==> src/rtl/fft_pingpong_buffer_pkg.sv <==
// Shared defaults for the FFT ping-pong sample buffer.
package fft_pingpong_buffer_pkg;

   localparam int unsigned DEF_DATA_W = 8;  // {imag,real}, FP4 each
   localparam int unsigned DEF_ADDR_W = 5;  // 32 points per bank
   localparam int unsigned DEF_CNT_W  = 8;  // frame counter width
   localparam int unsigned NUM_BANKS  = 2;

endpackage : fft_pingpong_buffer_pkg

==> src/rtl/fft_pingpong_buffer_mem_bank.sv <==
// One sample bank: DEPTH x DATA_W, one write port, one synchronous read port, no reset.
module fft_pingpong_buffer_mem_bank
   import fft_pingpong_buffer_pkg::*;
#(
   parameter int unsigned DATA_W = DEF_DATA_W,
   parameter int unsigned ADDR_W = DEF_ADDR_W
) (
   input  logic              clk,
   input  logic              we,
   input  logic [ADDR_W-1:0] waddr,
   input  logic [DATA_W-1:0] wdata,
   input  logic              re,
   input  logic [ADDR_W-1:0] raddr,
   output logic [DATA_W-1:0] rdata
);

   localparam int unsigned DEPTH = 1 << ADDR_W;

   logic [DATA_W-1:0] mem_q [DEPTH];
   logic [DATA_W-1:0] rdata_q;
   logic [DATA_W-1:0] rdata_d;

   // Read register only moves on a request so the last word is held otherwise.
   always_comb begin
      rdata_d = rdata_q;
      if (re) begin
         rdata_d = mem_q[raddr];
      end
   end

   // Storage write and read register update.
   always_ff @(posedge clk) begin
      if (we) begin
         mem_q[waddr] <= wdata;
      end
      rdata_q <= rdata_d;
   end

   assign rdata = rdata_q;

endmodule : fft_pingpong_buffer_mem_bank

==> src/rtl/fft_pingpong_buffer.sv <==
// Two-bank ping-pong sample buffer: streamed fill side, random-access process side,
// automatic bank swap when the fill bank is full and the process bank is free.
module fft_pingpong_buffer
   import fft_pingpong_buffer_pkg::*;
#(
   parameter int unsigned DATA_W = DEF_DATA_W,
   parameter int unsigned ADDR_W = DEF_ADDR_W,
   parameter int unsigned CNT_W  = DEF_CNT_W
) (
   input  logic              clk,
   input  logic              rst,
   input  logic              wr_valid,
   output logic              wr_ready,
   input  logic [DATA_W-1:0] wr_data,
   input  logic              bitrev_en,
   output logic              frame_avail,
   input  logic              rd_en,
   input  logic [ADDR_W-1:0] rd_addr,
   output logic [DATA_W-1:0] rd_data,
   output logic              rd_valid,
   input  logic              proc_done,
   output logic              proc_bank,
   output logic [CNT_W-1:0]  frame_cnt
);

   localparam logic [ADDR_W-1:0] LAST_IDX = '1;

   function automatic logic [ADDR_W-1:0] bitrev(input logic [ADDR_W-1:0] a);
      return {<<{a}};
   endfunction

   logic              fill_bank_q, fill_bank_d;
   logic              proc_bank_q, proc_bank_d;
   logic [ADDR_W-1:0] fill_cnt_q,  fill_cnt_d;
   logic              fill_full_q, fill_full_d;
   logic              proc_busy_q, proc_busy_d;
   logic [CNT_W-1:0]  frame_cnt_q, frame_cnt_d;
   logic              rd_valid_q,  rd_valid_d;
   logic              rd_sel_q,    rd_sel_d;
   logic              rd_seen_q,   rd_seen_d;

   logic              accept;
   logic              swap;
   logic              rd_go;
   logic [ADDR_W-1:0] wr_addr;
   logic [DATA_W-1:0] bank_rdata [NUM_BANKS];

   // Handshake, swap decision and next-state for fill/process control.
   always_comb begin
      fill_bank_d = fill_bank_q;
      proc_bank_d = proc_bank_q;
      fill_cnt_d  = fill_cnt_q;
      fill_full_d = fill_full_q;
      proc_busy_d = proc_busy_q;
      frame_cnt_d = frame_cnt_q;
      rd_sel_d    = rd_sel_q;
      rd_seen_d   = rd_seen_q;

      wr_ready   = !fill_full_q && !rst;
      accept     = wr_valid && wr_ready;
      wr_addr    = bitrev_en ? bitrev(fill_cnt_q) : fill_cnt_q;
      swap       = fill_full_q && (!proc_busy_q || proc_done);
      rd_go      = rd_en && proc_busy_q;
      rd_valid_d = rd_go;

      // accept needs !fill_full and swap needs fill_full, so they never coincide
      if (accept) begin
         fill_cnt_d = fill_cnt_q + ADDR_W'(1);
         if (fill_cnt_q == LAST_IDX) begin
            fill_full_d = 1'b1;
         end
      end

      if (swap) begin
         fill_bank_d = proc_bank_q;
         proc_bank_d = fill_bank_q;
         fill_cnt_d  = '0;
         fill_full_d = 1'b0;
         proc_busy_d = 1'b1;
         frame_cnt_d = frame_cnt_q + CNT_W'(1);
      end else if (proc_done && proc_busy_q) begin
         proc_busy_d = 1'b0;
      end

      // remember which bank answered so the output mux follows the pre-swap bank
      if (rd_go) begin
         rd_sel_d  = proc_bank_q;
         rd_seen_d = 1'b1;
      end
   end

   // Control registers; sample memory is deliberately left out of reset.
   always_ff @(posedge clk) begin
      if (rst) begin
         fill_bank_q <= 1'b0;
         proc_bank_q <= 1'b1;
         fill_cnt_q  <= '0;
         fill_full_q <= 1'b0;
         proc_busy_q <= 1'b0;
         frame_cnt_q <= '0;
         rd_valid_q  <= 1'b0;
         rd_sel_q    <= 1'b0;
         rd_seen_q   <= 1'b0;
      end else begin
         fill_bank_q <= fill_bank_d;
         proc_bank_q <= proc_bank_d;
         fill_cnt_q  <= fill_cnt_d;
         fill_full_q <= fill_full_d;
         proc_busy_q <= proc_busy_d;
         frame_cnt_q <= frame_cnt_d;
         rd_valid_q  <= rd_valid_d;
         rd_sel_q    <= rd_sel_d;
         rd_seen_q   <= rd_seen_d;
      end
   end

   for (genvar b = 0; b < NUM_BANKS; b++) begin : g_bank
      fft_pingpong_buffer_mem_bank #(
         .DATA_W (DATA_W),
         .ADDR_W (ADDR_W)
      ) u_bank (
         .clk   (clk),
         .we    (accept && (fill_bank_q == 1'(b))),
         .waddr (wr_addr),
         .wdata (wr_data),
         .re    (rd_go && (proc_bank_q == 1'(b))),
         .raddr (rd_addr),
         .rdata (bank_rdata[b])
      );
   end

   // Output read mux over the bank read registers; zero until the first read after reset.
   always_comb begin
      rd_data = rd_seen_q ? bank_rdata[rd_sel_q] : '0;
   end

   assign rd_valid    = rd_valid_q;
   assign frame_avail = proc_busy_q;
   assign proc_bank   = proc_bank_q;
   assign frame_cnt   = frame_cnt_q;

endmodule : fft_pingpong_buffer
==> config.mk <==
export PLATFORM = sky130hd
export DESIGN_NAME = fft_pingpong_buffer
export DESIGN_NICKNAME = d
export VERILOG_FILES = /design/src/rtl/fft_pingpong_buffer_pkg.sv /design/src/rtl/fft_pingpong_buffer_mem_bank.sv /design/src/rtl/fft_pingpong_buffer.sv
export SDC_FILE = /design/constraint.sdc
export NUM_CORES = 1
export LEC_CHECK = 0
export ABC_AREA = 1
export CAP_MARGIN = 20
export CORE_ASPECT_RATIO = 1.1
export CORE_MARGIN = 1
export CORE_UTILIZATION = 30
export DETAILED_ROUTE_END_ITERATION = 8
export GPL_ROUTABILITY_DRIVEN = 1
export SETUP_SLACK_MARGIN = 0.02
export SLEW_MARGIN = 40
export SYNTH_ARGS = -nofsm -noshare
export SYNTH_HDL_FRONTEND = slang
export SYNTH_SLANG_ARGS = --single-unit
==> constraint.sdc <==
create_clock -name clk -period 2.73 [get_ports clk]
set_input_delay 0.273 -clock clk [delete_from_list [all_inputs] [get_ports clk]]
set_output_delay 0.273 -clock clk [all_outputs]
set_load 0.02 [all_outputs]
### After elaboration in Yosys (flattened, before gate mapping)

Memory sizes are Yosys's and may differ from the RTL's. A register that Yosys moved wholly into a read port is not among the register bits.
Cells that the tools add are included.

* register bits after elaboration: 20
* bits in writable memories: 512
* output and inout port bits: 20
* logic and storage cells: 45
* memories: 2

* $add $sub $neg: 2
* order comparisons: 1
* eq/ne operators: 1
* multiplexer cells: 11
* bitwise operators: 3
* reduce and logical (&&, ||, !) cells: 16

Memory list
* g_bank[0].u_bank.mem_q: words 32, bits a word 8, read ports 1, clocked after Yosys merged registers in 1, wr ports 1, line fft_pingpong_buffer_mem_bank.sv:19 `logic [DATA_W-1:0] mem_q [DEPTH];`
* g_bank[1].u_bank.mem_q: words 32, bits a word 8, read ports 1, clocked after Yosys merged registers in 1, wr ports 1, line fft_pingpong_buffer_mem_bank.sv:19

Operators by type and width (number)
* $mux W8: 4
* $logic_and A1 B1 Y1: 9
* $add A8 B1 Y8 const B: 1
* $mux W1: 6
* $add A5 B1 Y5 const B: 1
* $eq A5 B5 Y1 const B: 1
* $mux W5: 1
* $logic_not A1 Y1: 3
* $ge A2 B2 Y1 const B: 1
* $not A1 Y1: 2
* $not A1 Y2: 1
* $reduce_and A2 Y1: 1
* $reduce_bool A2 Y1: 1
* $reduce_or A2 Y1: 1
* $logic_or A1 B1 Y1: 1

### Longest topological paths before layout

Gate-level depths: netlist of run 1.

* depth in word-level cells: 6
* mapped depth: 12
* depth with buffers taken out: 10

### By module

Synthesis of run 1 repeated with hierarchy kept, for this count alone.

* cell total of the unflattened synthesis: 1998
* area, all modules: 22746.8 um^2

By module, submodules not included
* fft_pingpong_buffer_mem_bank: instances 2, cells an instance 922, area an instance 10866.7 um^2, sequential area each 7927.6 um^2
* fft_pingpong_buffer: instances 1, cells an instance 154, area an instance 1013.5 um^2, sequential area each 400.4 um^2

### Worst setup path before layout of run 1

Ideal clock, no wire load.

* kind: register -> register
* start point: register fill_full_q
* end point: memory g_bank[0].u_bank.mem_q[10][0] in the netlist's numbering (enable)
* data arrival time: 1.752 ns
* required time: 2.347 ns
* setup slack: 0.595 ns
* cell stages (with the launch flop): 7
* buffers on the path: 2
* period minus slack after synthesis: 2.135 ns
* cells stage by stage: dfxtp_1 -> nor2_4 -> nand2_4 -> or2_1 -> buf_6 -> buf_8 -> nor3_1

* cells in the longest elaborated chain, start to end: 6

RTL lines
* start: declaration: line fft_pingpong_buffer.sv:35 `logic fill_full_q, fill_full_d;`
* start signal: assignment: line fft_pingpong_buffer.sv:108 `fill_full_q <= fill_full_d;`
* $logic_not A1 Y1: line fft_pingpong_buffer.sv:59 `wr_ready = !fill_full_q && !rst;`
* $logic_and A1 B1 Y1: line fft_pingpong_buffer.sv:59
* net wr_ready: line fft_pingpong_buffer.sv:13 `output logic wr_ready,`
* $logic_and A1 B1 Y1: line fft_pingpong_buffer.sv:60 `accept = wr_valid && wr_ready;`
* $logic_and A1 B1 Y1: line fft_pingpong_buffer.sv:123 `.we (accept && (fill_bank_q == 1'(b))),`
* $mux W1: line fft_pingpong_buffer_mem_bank.sv:33 `if (we) begin`
* $mux W1 (not written as such): line fft_pingpong_buffer_mem_bank.sv:34 `mem_q[waddr] <= wdata;`
* end: declaration: line fft_pingpong_buffer_mem_bank.sv:19

The timed path passes the listed nets, and every way through them passes these cells.

### Worst setup path in the final report of run 1

* start point: register rd_sel_q
* end point: output rd_data[6]

* cells in the longest elaborated chain, start to end: 5

RTL lines
* start: declaration: line fft_pingpong_buffer.sv:39 `logic rd_sel_q, rd_sel_d;`
* start signal: assignment: line fft_pingpong_buffer.sv:112 `rd_sel_q <= rd_sel_d;`
* $not A1 Y2 (not written as such): line fft_pingpong_buffer.sv:134 `rd_data = rd_seen_q ? bank_rdata[rd_sel_q] : '0;`
* $mux W8 (not written as such) (3 in a row): line fft_pingpong_buffer.sv:134
* $mux W8: line fft_pingpong_buffer.sv:134
* end: declaration: line fft_pingpong_buffer.sv:19 `output logic [DATA_W-1:0] rd_data,`

Every way passes these cells. The select of a mux whose other input is x is not followed.

==> results of run 1 <==
-- critical path, stage by stage (launching register included) --
cell and delay [ns]:
dfxtp_1 0.37, clkinv_1 0.17, nor2_1 0.06, nor2_1 0.39, clkdlybuf4s50_1 0.70
-- synthesized netlist by cell type --
| master | count | share of area [%] |
|---|---|---|
| buf_1 | 10 | 0.17 |
| o21ai_0 | 21 | 0.46 |
| nand2_1 | 757 | 13 |
| edfxtp_1 | 528 | 70 |
| clkinv_1 | 1 | 0.017 |
| inv_1 | 24 | 0.40 |
| o211ai_1 | 1 | 0.033 |
| nor2_4 | 1 | 0.050 |
| buf_2 | 54 | 1.2 |
| inv_2 | 1 | 0.017 |
| buf_6 | 16 | 0.80 |
| nand2_4 | 1 | 0.050 |
| nand3_1 | 388 | 8.6 |
| dfxtp_1 | 20 | 1.8 |
| a211oi_1 | 1 | 0.033 |
| clkbuf_1 | 22 | 0.37 |
| a21oi_1 | 13 | 0.29 |
| buf_8 | 3 | 0.20 |
| ha_1 | 3 | 0.17 |
| inv_4 | 1 | 0.028 |
| buf_4 | 16 | 0.53 |
| nor3_1 | 70 | 1.5 |
| nand3b_1 | 1 | 0.033 |
| nor2_1 | 33 | 0.55 |
| or2_1 | 1 | 0.028 |
-- where the power goes --
part	switching (W)	total [W]	leakage [nW]	internal, W
clock network	0.00309	0.00732	0.852	0.00423
logic	0.000833	0.00112	3.73	0.000288
registers	0.00000835	0.00924	4.91	0.00923
total	0.00393	0.0177	9.49	0.0137
-- metal layers --
metal  wire length [um]  vias up  track usage, %  part of all wire [%]
met4               1700        0           5.672                   2.8
li1                   -     7091               -                     -
met5                  0        -               0                     0
met2              29060      585           26.03                    49
met1              24770     7311           20.19                    41
met3               4276      106           2.028                   7.2
-- cell families (layout without fill, tap and decap cells) --
| logic type | after synthesis | in the layout | synth area share (%) |
|---|---|---|---|
| AOI/OAI and AO/OA | 36 | 36 | 0.8190 |
| adders and majority gates | 3 | 3 | 0.1660 |
| and+or+nand+nor | 1252 | 1252 | 23.41 |
| DFF | 548 | 548 | 71.89 |
| buffers and inverters | 148 | 267 | 3.713 |
-- worst max path at each step --
stage,end,slack [ns],cells after the start
after floorplan,g_bank[0].u_bank.mem_q[10][0],0.59,6
after global placement,g_bank[1].u_bank.mem_q[20][1],0.18,7
after detailed placement,g_bank[0].u_bank.mem_q[21][3],0.18,7
after CTS,rd_data[6],0.11,4
after global routing,rd_data[6],0.02,4
final,rd_data[6],0.15,4
-- flip-flops by register name (all words and copies together), names as in the netlist --
| register | cells |
|---|---|
| g_bank.u_bank.mem_q | 512 |
| g_bank.u_bank.rdata | 16 |
| frame_cnt | 8 |
| fill_cnt_q | 5 |
| fill_bank_q | 1 |
| fill_full_q | 1 |
| frame_avail | 1 |
| proc_bank | 1 |
| rd_seen_q | 1 |
| rd_sel_q | 1 |
| rd_valid | 1 |
-- final cells by class --
cell class                      instances  area, um^2  area share (%)
Sequential cell                       548       16260           62.08
Multi-Input combinational cell       1291        5519           21.08
Clock buffer                           61        1399           5.342
Timing Repair Buffer                  144        1368           5.223
Tap cell                              963        1205           4.602
Clock inverter                         35       329.1           1.257
Inverter                               27       108.9          0.4157
-- through the flow --
step / hold WS, ns / cells / power, W
after CTS: 0.1648 / 3069 / 0.01782
after global placement: 0.4792 / 2973 / 0.01053
final: 0.1768 / 3069 / 0.01768
after detailed placement: 0.5041 / 2973 / 0.01054
after global routing: 0.1889 / 3069 / 0.01820
after floorplan: 0.3719 / 1987 / 0.01005
==> impl_metrics.env, run 1 <==
export IMPL_gp_congestion=0.8430
export IMPL_fin_crit_sh_pct=94.57
export IMPL_n_fill_cell=7318
export IMPL_clock_latency_ns=0.61
export IMPL_hold_path_end="g_bank[0].u_bank.mem_q[25][7]"
export IMPL_initial_core_util_pct=30.30
export IMPL_areaGrowthSynthToFinish_pct=15.80
export IMPL_grt_pass1_vias=14886
export IMPL_via_count=15093
export IMPL_initialDrtViolationCount=1386
export IMPL_hp_class="in2reg"
export IMPL_critPathCaptureType="output pin"
export IMPL_timing_rr_end="g_bank[1].u_bank.mem_q[21][4]"
export IMPL_worstMarginPinSlew_ns=0.7445
export IMPL_antenna_found_initial=1
export IMPL_min_from="wr_data[7]"
export IMPL_viasPerCell=4.918
export IMPL_critPathKind="reg2out"
export IMPL_min_period_ns=2.582
export IMPL_timing_slew_headroom_pct=50.37
export IMPL_track_usage_pct=15.42
export IMPL_avgSynthCellArea_um2=11.38
export IMPL_grt_pass1_wl_um=88900
export IMPL_wl_um=59800
export IMPL_cts_resized=0
export IMPL_drive_above_1_share_pct=9.734
export IMPL_nets=2087
export IMPL_cellPowerDensity_mw_per_mm2=675.3
export IMPL_cts_root_buf="clkbuf_16"
export IMPL_cts_sinks=548
export IMPL_critPathLaunch="rd_sel_q"
export IMPL_finalHoldViolations=0
export IMPL_port_buffers=38
export IMPL_fin_area_mm2=0.02618
export IMPL_ys_ff_latch=548
export IMPL_yosysSeqAreaShare_pct=71.89
export IMPL_num_antenna_cells=0
export IMPL_ff2ff_setup_slack_ns=0.63
export IMPL_fin_worst_skew_ns=0.02055
export IMPL_synth_distinct_cells=25
export IMPL_postCtsSetupRepairBufs=0
export IMPL_layout_commonest_cell="nand2_1"
export IMPL_cts_buffers=53
export IMPL_synthCells=1987
export IMPL_yosys_warnings=0
export IMPL_floorplan_die_area_mm2=0.07648
export IMPL_ctsHoldBuffers=0
export IMPL_rows=105
export IMPL_p_leak_nw=9.488
export IMPL_path_max_fanout=9
export IMPL_setup_viol=0
export IMPL_final_max_slew_viol_count=0
export IMPL_place_ws_ns=0.1758
export IMPL_final_cell_mix="nand2_1, edfxtp_1, nand3_1"
export IMPL_outcome="completed"
export IMPL_clk_pin_slew_ns=0.07
export IMPL_wl_per_cell_um=19.49
export IMPL_worstPathRequired_ns=2.46
export IMPL_cts_path_max_buffers=3
export IMPL_die_w_um=263.8
export IMPL_worstPathArrival_ns=2.31
export IMPL_hpwl_um=35890
export IMPL_post_route_util_pct=35.09
export IMPL_drc=0
export IMPL_setup_slack_ns=0.1482
export IMPL_gr_total_overflow=0
export IMPL_ioPinCount=39
export IMPL_placedInstanceArea_mm2=0.02445
export IMPL_cts_tree="built"
export IMPL_setup_tns_ns=0
export IMPL_die_h_um=289.9
export IMPL_reg2reg_depth=6
export IMPL_fmax_mhz=387.3
export IMPL_coreArea_mm2=0.07462
export IMPL_ant_nets=0
export IMPL_r2r_start="fill_cnt_q[3]"
export IMPL_dr_pass1_iters=6
export IMPL_cts_htree_levels=2
export IMPL_drv_cap=0
export IMPL_rsz0062_at_grt="false"
export IMPL_startpoint_type="flop"
export IMPL_hold_depth=1
export IMPL_syn_area_mm2=0.02261
export IMPL_grt_max_degree=143
export IMPL_peakVddDrop_mv=0.5291
export IMPL_synth_nets=2009
(Power assumes the default switching activity.)
==> run 2: changes to the inputs <==
CORE_MARGIN = default   (was 1)
PLACE_DENSITY_LB_ADDON = 0.25   (was default)
SLEW_MARGIN = 25   (was 40)
==> impl_metrics.env, run 2 (same netlist as run 1, synthesis figures left out) <==
export IMPL_die_w_um=263.8
export IMPL_rsz0062_at_grt="true"
export IMPL_ant_nets=0
export IMPL_min_from="wr_data[4]"
export IMPL_num_antenna_cells=0
export IMPL_ctsHoldBuffers=0
export IMPL_antenna_found_initial=0
export IMPL_fin_crit_sh_pct=93.39
export IMPL_peakVddDrop_mv=0.5617
export IMPL_drc=0
export IMPL_top_register="g_bank.u_bank.mem_q"
export IMPL_path_buf_inv=2
export IMPL_cts_path_max_buffers=3
export IMPL_dp_cells=2985
export IMPL_hold_depth=1
export IMPL_final_cell_mix="nand2_1, edfxtp_1, nand3_1"
export IMPL_track_usage_pct=16.43
export IMPL_hold_path_end="g_bank[1].u_bank.mem_q[30][4]"
export IMPL_path_max_fanout=9
export IMPL_cts_root_buf="clkbuf_16"
export IMPL_cts_htree_levels=2
export IMPL_grt_pass1_wl_um=93530
export IMPL_viasPerCell=4.873
export IMPL_initialDrtViolationCount=1147
export IMPL_ff2ff_setup_slack_ns=0.59
export IMPL_crit_path_max_incr_delay_ns=0.69
export IMPL_path_common_cell="nor2_1"
export IMPL_hpwl_um=38970
export IMPL_startpoint_type="flop"
export IMPL_r2r_start="fill_cnt_q[1]"
export IMPL_areaGrowthSynthToFinish_pct=17.14
export IMPL_gp_congestion=0.8385
export IMPL_port_buffers=38
export IMPL_outcome="completed"
export IMPL_p_total_w=0.01834
export IMPL_via_count=15053
export IMPL_worstPathArrival_ns=2.28
export IMPL_cpMaxStageDelayCell="clkdlybuf4s50_1"
export IMPL_fin_worst_skew_ns=0.01948
export IMPL_hp_class="in2reg"
export IMPL_cellPowerDensity_mw_per_mm2=692.3
export IMPL_layout_commonest_cell="nand2_1"
export IMPL_grt_max_degree=177
export IMPL_wl_per_cell_um=20.33
export IMPL_timing_rr_end="g_bank[0].u_bank.mem_q[26][0]"
export IMPL_critPathKind="reg2out"
export IMPL_min_period_ns=2.550
export IMPL_initial_core_util_pct=30.30
export IMPL_path_cells="clkinvlp_4 > nor2_1 > nor2_1 > clkdlybuf4s50_1"
export IMPL_setup_viol=0
export IMPL_grt_pass1_vias=15144
export IMPL_ioPinCount=39
export IMPL_cp_top_family="buffers and inverters"
export IMPL_n_fill_cell=7355
export IMPL_dr_pass1_iters=5
export IMPL_drive_above_1_share_pct=10.68
export IMPL_clock_latency_ns=0.61
export IMPL_cts_sinks=548
export IMPL_floorplan_die_area_mm2=0.07648
export IMPL_final_max_slew_viol_count=0
export IMPL_wl_um=62810
export IMPL_setup_tns_ns=0
export IMPL_cts_buffers=56
export IMPL_gr_total_overflow=0
export IMPL_post_route_util_pct=35.49
export IMPL_worstPathRequired_ns=2.46
export IMPL_clk_pin_slew_ns=0.06
export IMPL_cts_tree="built"
export IMPL_hold_ws_ns=0.1941
export IMPL_reg2reg_depth=8
export IMPL_largest_register_ffs=512
export IMPL_finalHoldViolations=0
export IMPL_rows=105
export IMPL_coreArea_mm2=0.07462
export IMPL_finalNonFillerCells=3089
export IMPL_timing_slew_headroom_pct=34.04
export IMPL_nets=2102
export IMPL_die_h_um=289.9
export IMPL_p_leak_nw=9.629
export IMPL_drv_cap=0
export IMPL_critPathCaptureType="output pin"
export IMPL_fmax_mhz=392.2
export IMPL_worstMarginPinSlew_ns=0.9834
[run 2: cell count changes in the layout (fill, tap and decap cells not counted), sizes merged]
cell / change
clkinvlp: +2
buf: +11
bufinv: +4
clkinv: +4
inv: -1
[run 2: area by class of cell]
type	count	area, um^2	area share (%)
multi-input combinational	1291	5524	20.86
inverter	27	112.6	0.4251
tap	963	1205	4.549
sequential	548	16260	61.38
timing repair buffer	156	1473	5.560
clock buffer	60	1416	5.347
clock inverter	44	499.2	1.885
[run 2: layer usage]
metal	global-route usage, %	share of wire [%]	routed length [um]
met1	21.48	42	26670
met2	27.76	49	30790
met3	2.105	5.4	3401
met4	6.154	3.1	1949
met5	0	0	0
[run 2: how the worst max path moves through the flow]
stage,start,to,depth (start not counted)
floorplan,fill_full_q,g_bank[0].u_bank.mem_q[10][0],6
global placement,bitrev_en,g_bank[0].u_bank.mem_q[7][1],7
detailed placement,bitrev_en,g_bank[0].u_bank.mem_q[4][2],7
CTS,rd_seen_q,rd_data[6],3
global route,rd_sel_q,rd_data[1],4
finish,rd_sel_q,rd_data[5],4
[run 2: worst register-to-register path: stages (launching register included)]
cell,delay [ns]
dfxtp_1,0.37
inv_1,0.07
nand2_1,0.05
o21ai_0,0.12
buf_4,0.16
nor2_1,0.24
nand2_1,0.37
nor3_1,0.27
buf_4,0.21
[run 2: metrics by stage]
step / setup WS [ns] / cell area (um^2)
after global routing: 0.003947 / 26490
after detailed placement: 0.1492 / 24560
after floorplan: 0.5948 / 22610
after CTS: 0.04090 / 26480
after global placement: 0.1418 / 24560
final: 0.1804 / 26490
[run 2: power by group]
| group | internal [W] | switching (W) |
|---|---|---|
| sequential | 0.00923 | 0.00000743 |
| clock | 0.00471 | 0.00323 |
| combinational | 0.000303 | 0.000860 |
| total | 0.0142 | 0.00409 |
[run 2: what timing repair did]
item	CTS	global route
endpoints found under the setup margin	2	6
gates resized for setup	2	3
gates cloned	0	0
buffers inserted	0	0
